## src/rtl/sta_output_writer.sv

```systemverilog
// Output stage after sta_controller: saturates each int32 pixel to int8, computes its byte address,
// buffers it in a FIFO and drains the FIFO into activation memory over a req/ack write port.
module sta_output_writer #(
    parameter  int MAX_N       = 512,
    parameter  int FIFO_DEPTH  = 16,
    parameter  int ADDR_W      = 18,
    localparam int CTRL_N_BITS = $clog2(MAX_N + 1),
    localparam int CNT_W       = $clog2(FIFO_DEPTH + 1)
) (
    input  logic                   clk,
    input  logic                   reset,
    input  logic                   stall,
    input  logic [CTRL_N_BITS-1:0] mat_size,
    input  logic [ADDR_W-1:0]      base_addr,
    input  logic                   in_valid,
    input  logic signed [31:0]     in_data,
    input  logic [CTRL_N_BITS-1:0] in_row,
    input  logic [CTRL_N_BITS-1:0] in_col,
    output logic                   mem_req,
    output logic [ADDR_W-1:0]      mem_addr,
    output logic [7:0]             mem_wdata,
    input  logic                   mem_ack,
    input  logic                   flag_clr,
    output logic [CNT_W-1:0]       fifo_count,
    output logic                   busy,
    output logic                   overflow,
    output logic                   range_err
);

    localparam int PTR_W = $clog2(FIFO_DEPTH);

    typedef enum logic {
        IDLE,
        REQ
    } state_t;

    state_t state, state_nxt;

    logic [ADDR_W-1:0]        addr_mem [FIFO_DEPTH];
    logic [7:0]               data_mem [FIFO_DEPTH];
    logic [PTR_W-1:0]         wr_ptr;
    logic [PTR_W-1:0]         rd_ptr;
    logic [PTR_W-1:0]         rd_ptr_nxt;
    logic [PTR_W-1:0]         load_ptr;
    logic [2*CTRL_N_BITS-1:0] prod;
    logic [ADDR_W-1:0]        push_addr;
    logic [7:0]               push_data;
    logic                     in_range;
    logic                     full;
    logic                     pop;
    logic                     push;
    logic                     drop_full;
    logic                     drop_range;
    logic                     load;

    always_comb begin
        prod       = {{CTRL_N_BITS{1'b0}}, in_row} * {{CTRL_N_BITS{1'b0}}, mat_size};
        push_addr  = base_addr + ADDR_W'(prod) + ADDR_W'(in_col);
        if (in_data > 32'sd127)
            push_data = 8'h7f;
        else if (in_data < -32'sd128)
            push_data = 8'h80;
        else
            push_data = in_data[7:0];

        in_range   = (in_row < mat_size) && (in_col < mat_size);
        full       = (fifo_count == CNT_W'(FIFO_DEPTH));
        pop        = (state == REQ) && mem_ack;
        push       = in_valid && in_range && (!full || pop);
        drop_full  = in_valid && in_range && full && !pop;
        drop_range = in_valid && !in_range;
        rd_ptr_nxt = rd_ptr + PTR_W'(1);
        mem_req    = (state == REQ);
        busy       = (fifo_count != '0) || mem_req;
    end

    // The head stays in the FIFO until acked; on an ack the next entry is rd_ptr+1.
    always_comb begin
        state_nxt = state;
        load      = 1'b0;
        load_ptr  = rd_ptr;
        case (state)
            IDLE: begin
                if ((fifo_count != '0) && !stall) begin
                    load      = 1'b1;
                    state_nxt = REQ;
                end
            end
            REQ: begin
                if (mem_ack) begin
                    if ((fifo_count > CNT_W'(1)) && !stall) begin
                        load     = 1'b1;
                        load_ptr = rd_ptr_nxt;
                    end else begin
                        state_nxt = IDLE;
                    end
                end
            end
            default: state_nxt = IDLE;
        endcase
    end

    always_ff @(posedge clk or posedge reset) begin
        if (reset)
            state <= IDLE;
        else
            state <= state_nxt;
    end

    always_ff @(posedge clk) begin
        if (push) begin
            addr_mem[wr_ptr] <= push_addr;
            data_mem[wr_ptr] <= push_data;
        end
    end

    always_ff @(posedge clk or posedge reset) begin
        if (reset) begin
            wr_ptr     <= '0;
            rd_ptr     <= '0;
            fifo_count <= '0;
            mem_addr   <= '0;
            mem_wdata  <= '0;
            overflow   <= 1'b0;
            range_err  <= 1'b0;
        end else begin
            if (push)
                wr_ptr <= wr_ptr + PTR_W'(1);
            if (pop)
                rd_ptr <= rd_ptr_nxt;
            case ({push, pop})
                2'b10:   fifo_count <= fifo_count + CNT_W'(1);
                2'b01:   fifo_count <= fifo_count - CNT_W'(1);
                default: fifo_count <= fifo_count;
            endcase
            if (load) begin
                mem_addr  <= addr_mem[load_ptr];
                mem_wdata <= data_mem[load_ptr];
            end
            if (drop_full)
                overflow <= 1'b1;
            else if (flag_clr)
                overflow <= 1'b0;
            if (drop_range)
                range_err <= 1'b1;
            else if (flag_clr)
                range_err <= 1'b0;
        end
    end

endmodule
```

## config.mk

```make
export PLATFORM = sky130hd
export DESIGN_NAME = sta_output_writer
export DESIGN_NICKNAME = d
export VERILOG_FILES = /design/src/rtl/sta_output_writer.sv
export SDC_FILE = /design/constraint.sdc
export NUM_CORES = 1
export LEC_CHECK = 0
export CAP_MARGIN = 20
export CORE_MARGIN = 10
export CORE_UTILIZATION = 55
export CTS_BUF_LIST = sky130_fd_sc_hd__clkbuf_8
export DETAILED_ROUTE_END_ITERATION = 8
export HOLD_SLACK_MARGIN = 0.08
export PLACE_DENSITY = 0.75
export SETUP_SLACK_MARGIN = 0.4
export SYNTH_ARGS = -nofsm -noshare
export SYNTH_HDL_FRONTEND = slang
export SYNTH_SLANG_ARGS = --single-unit
```

## constraint.sdc

```tcl
create_clock -name clk -period 5.6 [get_ports clk]
set_clock_uncertainty 0.05 [all_clocks]
set_input_delay 1.12 -clock clk [delete_from_list [all_inputs] [get_ports clk]]
set_output_delay 1.12 -clock clk [all_outputs]
set_load 0.03 [all_outputs]
```

* Yosys cells after proc, flatten, opt, wreduce, memory -nomap -nowiden
Memories as Yosys holds them, arrays and structs flattened. A register that Yosys moved wholly into a read port is not among the register bits.
Cells that the tools add are included.
** Word-level totals
- Input port bits :: 86
- Bits in registers :: 16
- Output and inout bits :: 35
- RAM bits :: 416
- Memories :: 2
- Word-level logic and storage cells :: 60
** Memory list
- addr_mem :: depth 16, bits a word 18, read ports 1, clocked after Yosys merged registers in 1, write ports 1, line 39 : logic [ADDR_W-1:0] addr_mem [FIFO_DEPTH];
- data_mem :: depth 16, bits a word 8, read ports 1, clocked after Yosys merged registers in 1, write ports 1, line 40 : logic [7:0] data_mem [FIFO_DEPTH];
** Operators by class
- Multiply operators :: 1
- Order comparisons :: 5
- Bitwise logic cells :: 1
- Add/subtract/negate cells :: 6
- Multiplexer cells :: 17
- Reduce and logical (&&, ||, !) cells :: 19
- Equal/unequal tests :: 3
** Operators by type and width (count)
- $gt 32x8->1 const B :: 1
- $lt 32x8->1 const B :: 1
- $lt 10x10->1 :: 2
- $add 18x10->18 :: 1
- $add 18x18->18 :: 1
- $mul 10x10->18 :: 1
- $mux 8 :: 2
- $mux 4 :: 3
- $pmux 5 s2 :: 1
- $logic_and 1x1->1 :: 9
- $mux 1 :: 9
- $add 4x1->4 const B :: 2
- $reduce_bool 2->1 :: 3
- $add 5x1->5 const B :: 1
- $eq 5x5->1 const B :: 1
- $gt 5x1->1 const B :: 1
- $reduce_bool 5->1 :: 1
- $sub 5x1->5 const B :: 1
- $logic_not 1->1 :: 4
- $pmux 1 s2 :: 2
- $eq 2x1->1 const B :: 1
- $eq 2x2->1 const B :: 1
- $logic_or 1x1->1 :: 2
- $not 1->1 :: 1

* Longest topological paths before layout
Gate-level depths: netlist of run 1.
- Depth in word-level cells :: 6
- Mapped depth :: 20
- Mapped depth without buffers :: 20

* Worst setup path before layout of run 1
No wires, ideal clock.
- Path type :: input to register
- Start point :: input port mat_size[6]
- End point :: memory addr_mem[0][16] (data pin)
- Data required time :: 5.253 ns
- Arrival :: 5.908 ns
- Slack :: -0.655 ns
- Buffers on the path :: 1
- Setup time :: 0.297 ns
- Stages :: 18
- Path through :: clkbuf_1 > nand2_1 > fa_1 > inv_1 > fa_1 > fa_1 > fa_1 > inv_1 > fa_1 > inv_1 > ha_1 > a21o_1 > a21oi_1 > nor3b_1 > o211ai_1 > a31o_2 > a21oi_1 > xnor2_1
** On the way
- Cells in the longest elaborated chain, start to end :: 3
** Ends and longest elaborated chain
- start: declaration :: line 13 : input logic [CTRL_N_BITS-1:0] mat_size,
- $mul 10x10->18 :: line 57 : prod = {{CTRL_N_BITS{1'b0}}, in_row} * {{CTRL_N_BITS{1'b0}}, mat_size};
- $add 18x18->18 :: line 58 : push_addr = base_addr + ADDR_W'(prod) + ADDR_W'(in_col);
- $add 18x10->18 :: line 58
- net push_addr[16] :: line 46 : logic [ADDR_W-1:0] push_addr;
- end: declaration :: line 39
The timed path passes the listed nets, and every way through them passes these cells.

* Worst setup path in the final report of run 1
- Start point :: input port in_row[2]
- End point :: memory addr_mem[7][17] (data pin)
** On the way
- Cells in the longest elaborated chain, start to end :: 3
** Ends and longest elaborated chain
- start: declaration :: line 17 : input logic [CTRL_N_BITS-1:0] in_row,
- $mul 10x10->18 :: line 57
- $add 18x18->18 :: line 58
- $add 18x10->18 :: line 58
- net push_addr[17] :: line 46
The timed path passes the listed nets, and every way through them passes these cells.

==> results of run 1 <==
## report_power, final
group          leakage, nW  internal, mW  switching [mW]  total (mW)
registers             4.26          6.08           0.210        6.29
clock network        0.747          1.36            1.28        2.63
logic                 5.70          5.40            6.37        11.8
total                 10.7          12.8            7.85        20.7
## sequential cells by signal, summed over array words and instances (netlist names)
signal / flops
rd_ptr: 4
mem_req: 1
overflow: 1
mem_wdata: 8
wr_ptr: 4
data_mem: 128
range_err: 1
mem_addr: 18
fifo_count: 5
addr_mem: 288
## cells by family after synthesis
group / count (synthesis)
XOR/XNOR: 30
flip-flops: 458
buffers and inverters: 224
AO/OA/AOI/OAI: 197
AND/OR/NAND/NOR: 429
adder cells (fa/ha/maj): 165
multiplexers: 89
## Yosys cell counts, drive strengths merged, types with 9 or more instances
| cell type | number |
|---|---|
| ha | 76 |
| edfxtp | 416 |
| and3 | 25 |
| nor2 | 32 |
| nand4 | 13 |
| and2 | 52 |
| clkbuf | 57 |
| a21o | 11 |
| fa | 89 |
| o211ai | 51 |
| xor2 | 9 |
| a21oi | 16 |
| buf | 21 |
| dfrtp | 42 |
| mux4 | 53 |
| inv | 146 |
| a211oi | 29 |
| a31oi | 51 |
| nand2 | 245 |
| xnor2 | 21 |
| mux2i | 35 |
| nand3 | 34 |
| o21ai | 13 |
## critical path, delay by kind of cell
family                   cells  cell delay, ns
AND/OR/NAND/NOR              2            0.28
adder cells (fa/ha/maj)      6            2.69
buffers and inverters        7            0.74
AO/OA/AOI/OAI                3            0.73
XOR/XNOR                     1            0.11
## what timing repair did
action / CTS / global route
gates resized for setup: 154 / 32
pin swaps: 61 / 32
cloned: 5 / 0
hold endpoints to repair: 0 / 0
endpoints found under the setup margin: 192 / 160
setup buffers: 44 / 6
## cells in the final DEF, fill, tap and decap left out, types with 9 or more instances in the layout
cell type and n:
nand2_1 230, clkbuf_8 80, edfxtp_1 416, and3_1 25, a211oi_1 28, buf_4 134, and2_1 39, inv_2 17
ha_4 12, nand2_2 9, a21oi_1 11, fa_1 81, and2_4 13, buf_12 17, mux4_1 12, clkdlybuf4s50_1 100
a31oi_1 51, nor2_2 10, nand4_1 13, xnor2_1 15, nor2_1 21, dfrtp_1 42, inv_1 145, mux2i_1 33
nand3_1 31, o211ai_1 51, clkinv_1 21, mux4_2 41, buf_6 35, a21o_1 11, ha_1 63
## area by class of cell
type | instances | area (um^2)
sequential | 458 | 13500
fill | 2609 | 12400
multi-input combinational | 911 | 8630
timing repair buffer | 304 | 2920
clock buffer | 79 | 1090
tap | 525 | 657
inverter | 146 | 548
clock inverter | 50 | 260
antenna | 1 | 2.50
## through the flow
stage | area [um^2] | total power [mW] | instances | setup WS (ns)
2_1_floorplan | 22900 | 12.2 | 1592 | 0.0387
3_3_place_gp | 25400 | 15.2 | 2288 | -0.796
3_5_place_dp | 25400 | 15.6 | 2288 | -0.897
4_1_cts | 27500 | 20.3 | 2466 | 0.292
5_1_grt | 27600 | 21.8 | 2474 | 0.126
6_report | 27600 | 20.7 | 2474 | 0.214
## worst max-delay path by stage
stage                      from                    endpoint  cells past startpoint
floorplan           mat_size[5]   addr_mem[0][16]$_DFFE_PP_                     19
global placement    mat_size[3]  addr_mem[11][15]$_DFFE_PP_                     19
detailed placement  mat_size[3]  addr_mem[11][15]$_DFFE_PP_                     19
CTS                   in_row[2]   addr_mem[5][17]$_DFFE_PP_                     19
global route          in_row[2]   addr_mem[3][17]$_DFFE_PP_                     19
finish                in_row[2]   addr_mem[7][17]$_DFFE_PP_                     19
## metal layers
metal / track usage / up-vias / routed length (um)
li1: - / 6396 / -
met1: 0.275 / 7229 / 21500
met2: 0.385 / 570 / 28000
met3: 0.0380 / 90 / 4020
met4: 0.0674 / 0 / 1200
met5: 0 / - / 0
==> results.md, run 1 <==
- Register-to-Register Path Depth: 9
- Fin. max-slew vios: 0
- Starting Density: 0.561
- XOR/XNOR Fraction of Synth Area: 0.0117
- RSZ-0062 raised after global routing: yes
- Cell Area, Synth: approximately 22000 um^2
- Mux cell area share after synthesis: 0.0713
- Pleak: around 11 nW
- HP Start: mem_addr[12]$_DFFE_PP0P_
- Final Util: 0.691
- Grt ovf: 0
- Yosys warns: 0
- Cts hold-fix bufs: 0
- Final GP Congestion: ~0.86
- WP data required: around 6 ns
- Drt first-iter violations: 1263
- PortBufs: 120
- Worst r2r dst: mem_addr[16]$_DFFE_PP0P_
- Status: complete, no violations
- Clk sink count: 458
- Clock transition at path regs: about 0.060 ns
- Syn_nets: between 1.5k and 2k
- Crit Path Category: in -> reg
- #FFs+latches synth: roughly 460
- Synth Area in Compound Gates: 0.0616
- Tot GR Track Use: 0.221
- DRC Markers: 0
- Core box area: ~40000 um^2
- Initial antenna violation count: 1
- Seq/Total Area, Yosys: 0.603
- Synthesis-to-layout area growth: 23.2%
- Largest net degree at the start of global routing: between 70 and 80
- Setup_tns: 0 ns
- Min Tclk post-route: 5.39 ns
- DR pass1 iterations: 7
- DP Wirelength: 34100 um
- Setup-failing EPs final: 0
- Post-synth top area cell: edfxtp_1
- Slowest CP cell: fa_2
- Ys flop type: edfxtp_1
- Startpoint type of the worst setup path: input port
- Hold/Removal Path Class: reg -> reg
- Final wirelength: about 55000 um
- Io pins: ~120
- R2r startpoint: fifo_count[1]$_DFFE_PP0P_
- Synthesized instance count: ~1.6k
- Yosys top cell area share: 0.557
- Critical Path, Cell by Cell: buf_6 -> buf_6 -> buf_6 -> and2_4 -> fa_1 -> fa_2 -> fa_1 -> fa_1 -> inv_1 -> fa_1 -> inv_2 -> ha_4 -> buf_4 -> a21o_1 -> a21oi_4 -> nand3_4 -> a221oi_4 -> buf_12 -> xnor2_4
- Crit Path Max Fanout: 8
- Clk root buf: clkbuf_8
- Via density: between 5 and 6
- Main combinational cell family by area after synthesis: adder cells
- Nets@finish: 2143
- Syn Area/Cell: approximately 14 um^2
- Die area: roughly 49000 um^2
- P per Cell Area: between 700 and 800 nW/um^2
- Clk buf depth: 3
- H-tree levels: 3
- WL per Instance: approximately 22 um
- Async SR Flop Fraction: 0.0917
- Max cap viols: 0
- Final Hold Fails: 0
- Post-route ant nets: 0
- Total number of vias: about 14k
- Crit-path most repeated cell: fa_1
- Final period util: 0.962
- Yosys cell types: 60
- Synth top area cells: edfxtp_1 56%, fa_1 7.9%, dfrtp_1 4.7%, ha_1 4.2%, mux4_2 4.1%
- Hold Crit Depth: 2
- Worst EP arrival: approximately 5.7 ns
- Slowest cell delay on critical path: 0.54 ns
- Worst Hold End: mem_addr[12]$_DFFE_PP0P_
- Crit path capture type: register
- Post-Synth Simple-Gate Area: 0.0876
- Number of flops mapped to enable cells by yosys: about 420
- Maximum VDD drop: ~0.0013 V
- Slew HR: 0.287
- Adder-Cell Fraction of Synth Area: 0.122
- Share of cells above drive strength 1: 0.234
- FP Rows: 73
- CTS tree: yes
- Vias in the first global route: 15.2k
- Final hold slack: ~0.44 ns
- F_max: roughly 190 MHz
- Reg-to-reg slack, setup: about 2.1 ns
- CTS buffer count: 71
- Die H: ~220 um
- DIE WIDTH: 222 um
- Measured slew at the worst slew-check pin: 1.07 ns
- Clk_lat worst skew: 0.61 ns
- Global-route wire length before repair: between 80000 and 90000 um
Power figures use the tool's default switching activity.
==> inputs of run 2 (changes only) <==
Settings changed: SKIP_LAST_GASP from default to 1.
==> results of run 2 <==
Same layout as run 1: the final DEF is identical, and so are final timing and power.
